[src/rtl/prog_loader.sv]
// Host programming stream parser: 8-byte header (address, count) then data bytes,
// emitted as SRAM write requests. Define LOADER_CHECKSUM_EN for a trailing sum byte.
module prog_loader #(
    parameter int ADDR_W      = 19,
    parameter int TIMEOUT_CYC = 0
) (
    input  logic              clock4,
    input  logic              resetn,
    input  logic              enable,
    input  logic [7:0]        rx_data,
    input  logic              rx_valid,
    input  logic              wr_ready,
    output logic [ADDR_W-1:0] wr_address,
    output logic [7:0]        wr_data,
    output logic              wr_store,
    output logic              busy,
    output logic              done,
    output logic              error
);

    localparam logic [3:0] S_HDR0 = 4'd0;
    localparam logic [3:0] S_HDR7 = 4'd7;
    localparam logic [3:0] S_DATA = 4'd8;
`ifdef LOADER_CHECKSUM_EN
    localparam logic [3:0] S_CSUM = 4'd9;
`endif

    logic [3:0]        state;
    logic [ADDR_W-1:0] addr;
    logic [ADDR_W-1:0] cnt;
    logic              rx_vld_p0, rx_vld_p1, rx_vld_p2;
    logic              strobe;
    logic              tmo_hit;

    // Header bytes arrive MSB first; only the low ADDR_W bits survive.
    function automatic logic [ADDR_W-1:0] shift_in(input logic [ADDR_W-1:0] v,
                                                   input logic [7:0] b);
        return ADDR_W'({v, b});
    endfunction

    // Stage p0/p1: synchronizer; p2: edge register for the rising-edge strobe
    always_ff @(posedge clock4 or negedge resetn) begin
        if (!resetn) begin
            rx_vld_p0 <= 1'b0;
            rx_vld_p1 <= 1'b0;
            rx_vld_p2 <= 1'b0;
        end else begin
            rx_vld_p0 <= rx_valid;
            rx_vld_p1 <= rx_vld_p0;
            rx_vld_p2 <= rx_vld_p1;
        end
    end

    assign strobe = rx_vld_p1 & ~rx_vld_p2 & enable;
    assign busy   = (state != S_HDR0) || wr_store;

    generate
        if (TIMEOUT_CYC > 0) begin : g_tmo
            logic [31:0] tmo_cnt;
            always_ff @(posedge clock4 or negedge resetn) begin
                if (!resetn)
                    tmo_cnt <= '0;
                else if (strobe || !enable || state == S_HDR0)
                    tmo_cnt <= '0;
                else
                    tmo_cnt <= tmo_cnt + 32'd1;
            end
            // A strobe on the expiry edge keeps the frame alive.
            assign tmo_hit = (state != S_HDR0) && !strobe && (tmo_cnt == 32'(TIMEOUT_CYC - 1));
        end else begin : g_no_tmo
            assign tmo_hit = 1'b0;
        end
    endgenerate

`ifdef LOADER_CHECKSUM_EN
    logic [7:0] sum;
    always_ff @(posedge clock4 or negedge resetn) begin
        if (!resetn)
            sum <= '0;
        else if (state == S_HDR0)
            sum <= '0;
        else if (state == S_DATA && strobe && !wr_store)
            sum <= sum + rx_data;
    end
`endif

    always_ff @(posedge clock4 or negedge resetn) begin
        if (!resetn) begin
            state      <= S_HDR0;
            addr       <= '0;
            cnt        <= '0;
            wr_address <= '0;
            wr_data    <= '0;
            wr_store   <= 1'b0;
            done       <= 1'b0;
            error      <= 1'b0;
        end else begin
            done <= 1'b0;
            // The handshake runs on its own so an aborted frame still finishes its write.
            if (wr_store && wr_ready)
                wr_store <= 1'b0;

            if (!enable) begin
                state <= S_HDR0;
                error <= 1'b0;
            end else if (tmo_hit) begin
                state <= S_HDR0;
                error <= 1'b1;
            end else if (state <= S_HDR7) begin
                if (strobe) begin
                    if (!state[2])
                        addr <= shift_in(addr, rx_data);
                    else
                        cnt <= shift_in(cnt, rx_data);
                    if (state == S_HDR7) begin
                        if (shift_in(cnt, rx_data) == '0) begin
`ifdef LOADER_CHECKSUM_EN
                            state <= S_CSUM;
`else
                            done  <= 1'b1;
                            state <= S_HDR0;
`endif
                        end else begin
                            state <= S_DATA;
                        end
                    end else begin
                        state <= state + 4'd1;
                    end
                end
            end else if (state == S_DATA) begin
                if (strobe) begin
                    if (wr_store) begin
                        error <= 1'b1;
                    end else begin
                        wr_address <= addr;
                        wr_data    <= rx_data;
                        wr_store   <= 1'b1;
                        addr       <= addr + 1'b1;
                        cnt        <= cnt - 1'b1;
                    end
                end else if (cnt == '0 && (!wr_store || wr_ready)) begin
`ifdef LOADER_CHECKSUM_EN
                    state <= S_CSUM;
`else
                    done  <= 1'b1;
                    state <= S_HDR0;
`endif
                end
`ifdef LOADER_CHECKSUM_EN
            end else if (state == S_CSUM) begin
                if (strobe) begin
                    if (rx_data == sum)
                        done <= 1'b1;
                    else
                        error <= 1'b1;
                    state <= S_HDR0;
                end
`endif
            end else begin
                state <= S_HDR0;
            end
        end
    end

endmodule
[config.mk]
export PLATFORM = sky130hd
export DESIGN_NAME = prog_loader
export DESIGN_NICKNAME = d
export VERILOG_FILES = /design/src/rtl/prog_loader.sv
export SDC_FILE = /design/constraint.sdc
export NUM_CORES = 1
export LEC_CHECK = 0
export ABC_CLOCK_PERIOD_IN_PS = 4900
export CELL_PAD_IN_SITES_DETAIL_PLACEMENT = 0
export CELL_PAD_IN_SITES_GLOBAL_PLACEMENT = 1
export CORE_MARGIN = 2
export CORE_UTILIZATION = 40
export DETAILED_ROUTE_END_ITERATION = 7
export GPL_TIMING_DRIVEN = 1
export PLACE_DENSITY_LB_ADDON = 0.1
export SYNTH_ARGS = -nofsm -noshare
export SYNTH_HDL_FRONTEND = slang
export SYNTH_SLANG_ARGS = --single-unit
[constraint.sdc]
create_clock -name clock4 -period 4.9 [get_ports clock4]
set_input_delay 0.98 -clock clock4 [delete_from_list [all_inputs] [get_ports clock4]]
set_output_delay 0.98 -clock clock4 [all_outputs]
set_load 0.01 [all_outputs]
Word-level counts from Yosys, hierarchy flattened
Index checks and enable logic that the tools add are counted.
- register bits after elaboration: 75
- output and inout port bits: 31
- bits of input ports: 13
- reduce and logical (&&, ||, !) cells: 14
- bitwise gates (word level): 5
- equality and inequality tests: 14
- add/sub/neg operators: 3
- order comparisons: 1
- mux-type cells: 39
- operators with widths (kind ; count):
    $mux W19 ; 12
    $logic_not A19 Y1 ; 2
    $mux W4 ; 8
    $add A19 B1 Y19 const B ; 1
    $mux W1 ; 19
    $sub A19 B1 Y19 const B ; 1
    $reduce_and A6 Y1 ; 2
    $ne A2 B2 Y1 const B ; 5
    $ne A2 B1 Y1 const B ; 4
    $reduce_and A5 Y1 ; 1
    $add A4 B1 Y4 const B ; 1
    $eq A4 B3 Y1 const B ; 1
    $eq A4 B4 Y1 const B ; 1
    $le A4 B3 Y1 const B ; 1
    $ne A4 B3 Y1 const B ; 1
    $ne A4 B4 Y1 const B ; 1
    $reduce_and A4 Y1 ; 1
    $reduce_bool A4 Y1 ; 1
    $ne A3 B3 Y1 const B ; 1
    $not A1 Y1 ; 3
    $reduce_and A3 Y1 ; 1
    $and A1 B1 Y1 ; 2
    $logic_and A1 B1 Y1 ; 2
    $logic_or A1 B1 Y1 ; 2
    other kinds (2) ; 2

Logic depth before layout (Yosys ltp)
- depth in word-level cells: 8
- mapped depth: 8
- gate-level depth less buffers: 6

Worst setup path after synthesis
OpenSTA, ideal clock, no wires.
- kind: register to register
- start: reg cnt[0]
- end: reg state[3]
- arrival: 2178 ps
- setup time: 79 ps
- path slack: 2643 ps
- stages on the path, launching flop included: 9
- data required time: 4821 ps
- period minus slack after synthesis: 2257 ps
- cells stage by stage: dfrtp_1 -> inv_1 -> ha_1 -> or4b_1 -> buf_2 -> or3_1 -> buf_2 -> o31ai_4 -> mux2i_1
- word-level cells in the longest chain between the ends: 6
- RTL lines (element ; RTL line ; source):
    start: declaration ; 30 ; logic [ADDR_W-1:0] cnt;
    start signal: assignment ; 114 ; cnt <= shift_in(cnt, rx_data);
    start signal: assignment ; 139 ; cnt <= cnt - 1'b1;
    $logic_not A19 Y1 ; 116 ; if (shift_in(cnt, rx_data) == '0) begin
    $mux W4 ; 116 ;
    $mux W4 ; 115 ; if (state == S_HDR7) begin
    $mux W4 ; 110 ; if (strobe) begin
    $mux W4 ; 109 ; end else if (state <= S_HDR7) begin
    $mux W4 ; 103 ; if (!enable) begin
    end signal: assignment ; 127 ; state <= state + 4'd1;
    end: declaration ; 28 ; logic [3:0] state;
Parallel ways exist; a longest one is shown, timed or not. The select of a mux whose other input is x is not followed.
A chain may end at the register's enable or synchronous reset.

Worst setup path in the final report
- start: reg state[0]
- end: out busy
- word-level cells in the longest chain between the ends: 2
- RTL lines (element ; RTL line ; source):
    $reduce_bool A4 Y1 ; 55 ; assign busy = (state != S_HDR0) || wr_store;
    $logic_or A1 B1 Y1 ; 55 ;
    end: declaration ; 16 ; output logic busy,
Every way passes these cells.

==> impl_metrics.toml <==
[outcome]
status = "finished clean"

[global_route]
track_usage_pct = 20.16
grt_use_met3_pct = 4.073
grt_antenna_before_repair = 0
busiest_layer = "met2"
grtUsageMet1_pct = 27.67
grt_max_degree = 76
grt_pass1_wl_um = 17790
grt_pass1_vias = 3482
use_met2_pct = 32.85
gr-total-overflow = 0

[floorplan]
chipWidth_um = 104.3
design.core.area_um2 = 9774
die_h_um = 104.3
initial_core_util_pct = 41.13
row_count = 36
io_pins = 44
design.die.area_um2 = 10870

[logic_synthesis]
synth-edff-count = 0
synthArstFlopShare_pct = 100.0
synthDistinctLibCells = 52
syn_area_um2 = 4020
syn_area_per_cell_um2 = 9.734
syn-instance-count = 413
ys_seq_area_share_pct = 46.69
ys_seq_elements = 75
synth_ff_type = "dfrtp_1"
yosys_warnings = 0
synth_nets = 430

[critical_path]
critPathSlowestCell = "clkdlybuf4s50_1"
crit_required_ns = 3.92
startpoint_type = "flip-flop"
rr_worst_depth = 5
path_max_fanout = 4
cp_slowest_stage_delay_ns = 0.48
worstSetupEndpointType = "output port"
worstPathArrival_ns = 2.06
worst-setup-path-type = "flip-flop to output port"
crit_chain = "inv_1, ha_1, nand2b_1, or3_1, clkdlybuf4s50_1"

[placed_design]
gp_congestion = 0.7965
dpl.hpwl_um = 6796
io_buffers = 43

[clock_network]
cts_num_sinks = 75
clk_latency_ns = 0.35
cts_root_buf = "clkbuf_8"
postCtsHoldBufs = 0
path_clk_slew_ns = 0.08
cts_resized = 0
h-tree-depth = 3
post_cts_buffers = 0
cts_tree = "built"
clockBufferDepth = 2
cts_inserted_buffers = 9

[timing]
finalSetupViolations = 0
max_freq_ghz = 0.3294
rsz0062_at_grt = "false"
slew_violations = 0
hold_viol_final = 0
min_period_over_period_pct = 61.96
tightest_slew_ns = 1.200
period_needed_ns = 3.036
final.setup.tns_ns = 0
relSlewSlack_pct = 19.69
finClkSkew_ns = 0.01096

[layout]
num_antenna_cells = 0
drive_gt1_share_pct = 5.830
area_growth_syn_to_layout_pct = 17.96
nets = 458

[job]
cap_violations = 0

[power_and_ir_drop]
power_mw = 1.441
peakVddDrop_v = 0.0002135
p_per_area_nw_per_um2 = 303.8
p_leak_nw = 1.847

[detailed_routing]
firstDrtPassIters = 4
routedWlPerCell_um = 18.12
vias = 3393
first_iter_violations = 123
routed_wl_um = 10490
ant_nets = 0
viasPerCell = 5.860
drc = 0

[hold_path]
worstHoldPathType = "flip-flop to flip-flop"
hold_depth = 0
[sequential cells by signal, indices dropped and copies added, names as in the netlist]
| signal | flops |
|---|---|
| rx_vld_p1 | 1 |
| addr | 19 |
| wr_data | 8 |
| error | 1 |
| done | 1 |
| wr_store | 1 |
| cnt | 19 |
| state | 4 |
| rx_vld_p2 | 1 |
| rx_vld_p0 | 1 |
| wr_address | 19 |
[worst max-delay path, delay by kind of cell, from the launching register on]
family,cells,cell delay (ns)
simple gates,2,0.47
buf+inv,2,0.58
flops,1,0.41
fa+ha+maj,1,0.25
[stage by stage]
step | setup WS (ns) | hold WS (ns) | area [µm²] | instances | util, %
global route | 1.658 | 0.3638 | 4742 | 579 | 48.52
finish | 1.864 | 0.3540 | 4742 | 579 | 48.52
global placement | 1.659 | 0.3330 | 4533 | 563 | 46.38
detailed placement | 1.549 | 0.3362 | 4533 | 563 | 46.38
CTS | 1.843 | 0.3583 | 4742 | 579 | 48.52
floorplan | 2.643 | 0.3312 | 4020 | 413 | -
[cell usage after synthesis (2+ instances only)]
library cell / instances / area, µm²
and4_1: 6 / 52.55
dfrtp_1: 75 / 1877
o21ai_0: 6 / 30.03
o311ai_1: 2 / 17.52
o32ai_1: 4 / 35.03
nand4bb_1: 2 / 22.52
nand2b_1: 6 / 37.54
a22oi_1: 13 / 97.59
and3_1: 2 / 12.51
a21o_1: 2 / 15.01
nand3b_1: 4 / 30.03
a211oi_1: 7 / 52.55
nor4_1: 14 / 87.58
a21oi_1: 18 / 90.09
nor4b_1: 2 / 17.52
a311oi_1: 2 / 17.52
nor2_1: 16 / 60.06
nand2_1: 33 / 123.9
buf_2: 2 / 10.01
or4_1: 7 / 52.55
o22ai_1: 7 / 43.79
nor3_1: 20 / 100.1
o21a_1: 5 / 37.54
nor2b_1: 6 / 37.54
nand4_1: 8 / 50.05
o21ai_1: 18 / 90.09
or3_1: 8 / 50.05
nor3b_1: 4 / 30.03
nand4b_1: 4 / 35.03
clkbuf_1: 26 / 97.59
mux2_1: 27 / 304.0
a2bb2oi_1: 4 / 35.03
mux2i_1: 4 / 40.04
ha_1: 4 / 50.05
nand3_1: 16 / 80.08
o31ai_1: 2 / 15.01
o211ai_1: 3 / 22.52
inv_1: 10 / 37.54
[cell families (layout without fill, tap and decap cells)]
kind of cell	count (synthesis)	in the layout	synth area share, %
adders and majority gates	4	4	1.245
DFF	75	75	46.69
buffers and inverters	41	74	4.077
AOI/OAI and AO/OA	101	101	16.99
muxes	31	31	8.559
and+or+nand+nor	161	161	22.44
[power breakdown]
part | internal [mW] | leakage (nW) | switching [mW]
registers | 0.672 | 0.926 | 0.0915
logic | 0.0805 | 0.822 | 0.0935
clock network | 0.254 | 0.0995 | 0.249
[path summary, 6_finish.rpt]
check / slack, ns / startpoint / end
setup reg to reg: 2.15 / state[3] / cnt[11]
min in group asynchronous: 0.80 / resetn / state[3]
hold / removal: 0.35 / rx_vld_p0 / rx_vld_p1
hold reg to reg: 0.35 / rx_vld_p0 / rx_vld_p1
max in group asynchronous: 3.49 / resetn / cnt[2]
setup / recovery: 1.86 / state[0] / busy
[cells in the final DEF (no fill, tap or decap), drive strengths merged, types with 10 or more instances in the layout]
cell,instances
nor2,16
clkdlybuf4s50,42
clkbuf,10
nand3,16
a21oi,18
o21ai,24
inv,13
nand2,33
nor3,20
dfrtp,75
mux2,27
a22oi,13
nor4,14
[cell type report]
cell class | instances | area [µm²]
Clock buffer | 10 | 137.6
Inverter | 11 | 41.29
Timing Repair Buffer | 47 | 457.9
Fill cell | 951 | 5032
Sequential cell | 75 | 1877
Tap cell | 133 | 166.4
Clock inverter | 6 | 71.32
Multi-Input combinational cell | 297 | 1991
[layer usage]
layer	share of wire, %	up-vias
met4	1.0	0
li1	-	1620
met3	3.9	7
met2	49	71
met1	46	1695
met5	0	-
(Power assumes the default switching activity.)
